==> src/rtl/frac_n_ratio_ctrl.sv <==
// Fractional-N ratio sequencer: a MASH sigma-delta dithers the P/S load values of an 8/9 dual-modulus divider.
// One integer ratio N = 8*Pi + Si is issued per divider period; the long-run mean is cfg_nint + cfg_frac/2^F_WIDTH.
module frac_n_ratio_ctrl #(
  parameter int P_WIDTH = 5,
  parameter int S_WIDTH = 3,
  parameter int F_WIDTH = 16,
  parameter int ORDER   = 2,
  parameter int N_RST   = 64
) (
  input  logic                       clk,
  input  logic                       rst_n,
  input  logic                       cfg_valid,
  output logic                       cfg_ready,
  input  logic [P_WIDTH+S_WIDTH-1:0] cfg_nint,
  input  logic [F_WIDTH-1:0]         cfg_frac,
  output logic [P_WIDTH-1:0]         Pi,
  output logic [S_WIDTH-1:0]         Si,
  output logic [P_WIDTH+S_WIDTH-1:0] n_out,
  output logic                       sat,
  output logic                       cfg_err
);
  localparam int NW    = P_WIDTH + S_WIDTH;
  localparam int DW    = NW + 2;
  localparam int N_MIN = 56;
  localparam int N_MAX = (1 << NW) - 1;
  localparam logic signed [DW-1:0] N_MIN_S = DW'(N_MIN);
  localparam logic signed [DW-1:0] N_MAX_S = DW'(N_MAX);
  localparam logic [NW-1:0] NINT_LO = NW'(N_MIN + 1);
  localparam logic [NW-1:0] NINT_HI = NW'(N_MAX - 2);

  typedef enum logic [1:0] {IDLE, LOAD, RUN} state_t;
  state_t state, state_next;

  logic [NW-1:0]        nint_r, n_r, n_next, n_clamped;
  logic [F_WIDTH-1:0]   frac_r, acc1, acc2;
  logic [F_WIDTH:0]     sum1, sum2;
  logic                 c1, c2, c2_d;
  logic signed [DW-1:0] d, n_eff;
  logic                 clamp, sat_next, sat_r, ready_r, err_r, accept, legal;

  // Integer parts that could push N outside [N_MIN, N_MAX] once dither is added are refused.
  assign accept = cfg_valid & ready_r;
  assign legal  = (cfg_nint >= NINT_LO) && (cfg_nint <= NINT_HI);

  always_comb begin
    sum1 = {1'b0, acc1} + {1'b0, frac_r};
    c1   = sum1[F_WIDTH];
    sum2 = {1'b0, acc2} + {1'b0, sum1[F_WIDTH-1:0]};
    c2   = sum2[F_WIDTH];
    d    = '0;
    if (ORDER == 1) begin
      d = $signed({{(DW-1){1'b0}}, c1});
    end else begin
      d = $signed({{(DW-1){1'b0}}, c1}) + $signed({{(DW-1){1'b0}}, c2})
        - $signed({{(DW-1){1'b0}}, c2_d});
    end
    n_eff     = $signed({2'b00, nint_r}) + d;
    clamp     = 1'b0;
    n_clamped = n_eff[NW-1:0];
    if (n_eff < N_MIN_S) begin
      n_clamped = NW'(N_MIN);
      clamp     = 1'b1;
    end else if (n_eff > N_MAX_S) begin
      n_clamped = NW'(N_MAX);
      clamp     = 1'b1;
    end
  end

  always_comb begin
    state_next = state;
    n_next     = nint_r;
    sat_next   = 1'b0;
    case (state)
      IDLE: if (accept && legal) state_next = LOAD;
      LOAD: state_next = (frac_r != '0) ? RUN : IDLE;
      RUN: begin
        n_next   = n_clamped;
        sat_next = clamp;
        if (accept && legal) state_next = LOAD;
      end
      default: state_next = IDLE;
    endcase
  end

  always_ff @(posedge clk) begin
    if (!rst_n) state <= IDLE;
    else        state <= state_next;
  end

  // cfg_ready is registered so it stays low through the reset edge and during LOAD.
  always_ff @(posedge clk) begin
    if (!rst_n) begin
      nint_r  <= NW'(N_RST);
      frac_r  <= '0;
      acc1    <= '0;
      acc2    <= '0;
      c2_d    <= 1'b0;
      n_r     <= NW'(N_RST);
      sat_r   <= 1'b0;
      ready_r <= 1'b0;
      err_r   <= 1'b0;
    end else begin
      ready_r <= (state_next != LOAD);
      n_r     <= n_next;
      sat_r   <= sat_next;
      if (accept) begin
        if (legal) begin
          nint_r <= cfg_nint;
          frac_r <= cfg_frac;
          err_r  <= 1'b0;
        end else begin
          err_r  <= 1'b1;
        end
      end
      case (state)
        LOAD: begin
          acc1 <= '0;
          acc2 <= '0;
          c2_d <= 1'b0;
        end
        RUN: begin
          acc1 <= sum1[F_WIDTH-1:0];
          acc2 <= (ORDER == 2) ? sum2[F_WIDTH-1:0] : '0;
          c2_d <= (ORDER == 2) ? c2 : 1'b0;
        end
        default: ;
      endcase
    end
  end

  assign cfg_ready = ready_r;
  assign cfg_err   = err_r;
  assign sat       = sat_r;
  assign n_out     = n_r;
  assign Pi        = n_r[NW-1:S_WIDTH];
  assign Si        = n_r[S_WIDTH-1:0];

endmodule

==> config.mk <==
export PLATFORM = sky130hd
export DESIGN_NAME = frac_n_ratio_ctrl
export DESIGN_NICKNAME = d
export VERILOG_FILES = /design/src/rtl/frac_n_ratio_ctrl.sv
export SDC_FILE = /design/constraint.sdc
export NUM_CORES = 1
export LEC_CHECK = 0
export CORE_MARGIN = 2
export CORE_UTILIZATION = 54
export DETAILED_ROUTE_END_ITERATION = 8
export DONT_BUFFER_PORTS = 1
export PLACE_DENSITY_LB_ADDON = 0.05
export SLEW_MARGIN = 10
export SYNTH_ARGS = -nofsm -noshare
export SYNTH_HDL_FRONTEND = slang
export SYNTH_SLANG_ARGS = --single-unit
==> constraint.sdc <==
create_clock -name clk -period 8 [get_ports clk]
set_input_delay 1.2 -clock clk [delete_from_list [all_inputs] [get_ports clk]]
set_output_delay 1.2 -clock clk [all_outputs]
set_load 0.1 [all_outputs]
==> run metrics <==
Syn Inst Count 603; hold crit path type flop to flop; Post-Syn Area 0.00495 mm²; cell area after layout 0.00513 mm²; Worst Skew 11.2 ps; setup TNS 0 ps; core area 0.00881 mm²; # H-tree levels 3; drt initial violations 158; largest net degree at the start of global routing 42; Max Clk Rate 0.149 GHz; dpl hpwl 8770 µm; Psw 0.289 mW; Critical Path RT 8200 ps; WL/cell 16.8 µm; Ant. Diodes 0; Reg power frac 50.9%; Avg Inst Size Synth 8.21 µm²; FFs w/ async S/R, synth 0%; slowest stage delay, CP 480 ps; Worst Setup End Kind flop; Slew headroom 32.3%; WP depth 31; DR vias 4203; Area after DPL 0.00492 mm²; post-CTS sizing 0; post-route ant nets 0; most common cell after layout, fill and taps aside nand2_1; hold buffers post-CTS 0; share of cells above drive strength 1 8.69%; crit start category flop; Distinct cells, synth 78; Site Rows 34; initial core utilization 56.2%; port bufs 0; crit path max-delay cell type fa_1; Routed WL 11700 µm; number of global-route vias before repair 4059; CP bufs+invs 4; status complete, no violations; Clock Path Buffers 2; initial antenna violation count 0; Post-Syn Nets 675; hold depth 2; number of max-cap violations 0; leakage power 2.25 nW; Slew @ Worst Pin 1020 ps; RSZ-0062 raised after global routing false; Reg clk slew, reported paths 90 ps; RePlAce Congestion 0.876; global route overflow 0; Pint 0.552 mW; CTS sink cnt 70; via/cell ratio 6.05; crit path time final 6730 ps; Net Sw Frac 34.4%; DR pass1 iterations 4; Top FF cell, synth dfxtp_1; CTS tree built; Cell Pwr Density 164 mW/mm²; Post-synth EDFFs 0; CP max FO 7; Inserted Clock Buffers 9; Synthesis Warnings 0; io pins 46; register area share after synthesis 28.3%; Pins Over Slew Limit 0; final hold violations 0; DRC Markers 0; Comb pwr share 13.5%; final setup fails 0; synthesized flop and latch total 70; Hold WS 458 ps; global-route wire length before repair 19700 µm; Die W 99.8 µm; Root Driver clkbuf_8; Total GRT Usage 24.6%; WS Path Type flop to flop; most frequent cells in the layout nand2_1, dfxtp_1, a21oi_1, ha_1, nor2_1; Max VDD drop 0.000104 V; die footprint 0.00995 mm²; Worst-Skew Late Latency 350 ps; Nets 654; Clk pwr share 35.6%; CP arrival 6930 ps; worst r2r path cells 31; setup bufs post-CTS 0; cell mode on critical path ha_1; final worst-path cycle share 84.1%; Area growth, synth to finish 3.56%; cell family with most CP delay compound AO/OA/AOI/OAI gates; Die Y 99.8 µm
[logic make-up (layout without fill, tap and decap cells)]
group | count (synthesis) | in the layout | share of synthesized area (%)
compound gates | 177 | 177 | 25.1
xor+xnor | 24 | 24 | 4.40
fa+ha+maj | 45 | 45 | 11.8
buf+inv | 69 | 53 | 6.70
flops | 70 | 70 | 28.3
mux | 10 | 10 | 2.27
simple gates | 208 | 208 | 21.4
[stage by stage]
step,setup WS [ps],cells,total power [mW],utilization (%)
after global placement,1520,679,0.546,55.9
after global routing,701,695,0.877,58.2
after CTS,1310,695,0.847,58.2
final,1270,695,0.841,58.2
after floorplan,1940,603,0.523,-
after detailed placement,1370,679,0.548,55.9
[worst min-delay path: stages (launching register included)]
cell and delay (ps):
dfxtp_1 320, nand2_1 50, o21ai_1 50
[worst paths after layout]
kind                          startpoint  slack (ps)               endpoint
setup / recovery  frac_r[0]$_SDFFE_PN0P_        1270    n_out[4]$_SDFF_PN0_
hold / removal     acc2[13]$_SDFFE_PN0P_         460  acc2[13]$_SDFFE_PN0P_
setup reg to reg  frac_r[0]$_SDFFE_PN0P_        1270    n_out[4]$_SDFF_PN0_
hold reg to reg    acc2[13]$_SDFFE_PN0P_         460  acc2[13]$_SDFFE_PN0P_
[cell usage after synthesis (all sizes together) (7+ instances only)]
cell | number | area share (%)
nor2b | 16 | 2.2
nand3 | 13 | 1.3
o211ai | 8 | 1.2
o21ai | 33 | 3.4
clkbuf | 20 | 1.7
nand4 | 8 | 1.0
mux2i | 10 | 2.3
a21oi | 53 | 5.4
dfxtp | 70 | 28
xnor2 | 17 | 3.2
ha | 42 | 11
and2 | 9 | 1.2
inv | 34 | 2.6
buf | 15 | 2.4
nor3 | 10 | 1.0
a21o | 16 | 2.4
xor2 | 7 | 1.2
nor2 | 40 | 3.0
nand2 | 67 | 5.1
[registers in the layout, summed over array words and instances (netlist names)]
name and count:
acc1 16, acc2 16, frac_r 16, n_out 8, nint_r 8, state 2, c2_d 1, cfg_err 1
cfg_ready 1, sat 1
[final cells by class]
type / instances / area, µm²
inverter: 34 / 128
fill: 822 / 3680
clock inverter: 7 / 80.1
multi-input combinational: 464 / 3230
sequential: 70 / 1410
clock buffer: 9 / 124
tap: 108 / 135
timing repair buffer: 3 / 22.5
[routing by layer]
metal / share of wire, % / GRT usage (%) / vias to the layer above
met2: 45 / 39.7 / 77
met3: 3.4 / 3.16 / 16
met5: 0 / 0 / -
li1: - / - / 2132
met4: 1.8 / 8.11 / 0
met1: 50 / 34.1 / 1978
[power by group through the flow]
stage	logic, mW	registers (mW)	clock network, mW
after floorplan	0.115	0.409	0
after global placement	0.110	0.436	0
after detailed placement	0.112	0.436	0
after CTS	0.113	0.428	0.306
after global routing	0.126	0.431	0.321
final	0.113	0.428	0.299
Power figures use the tool's default switching activity.
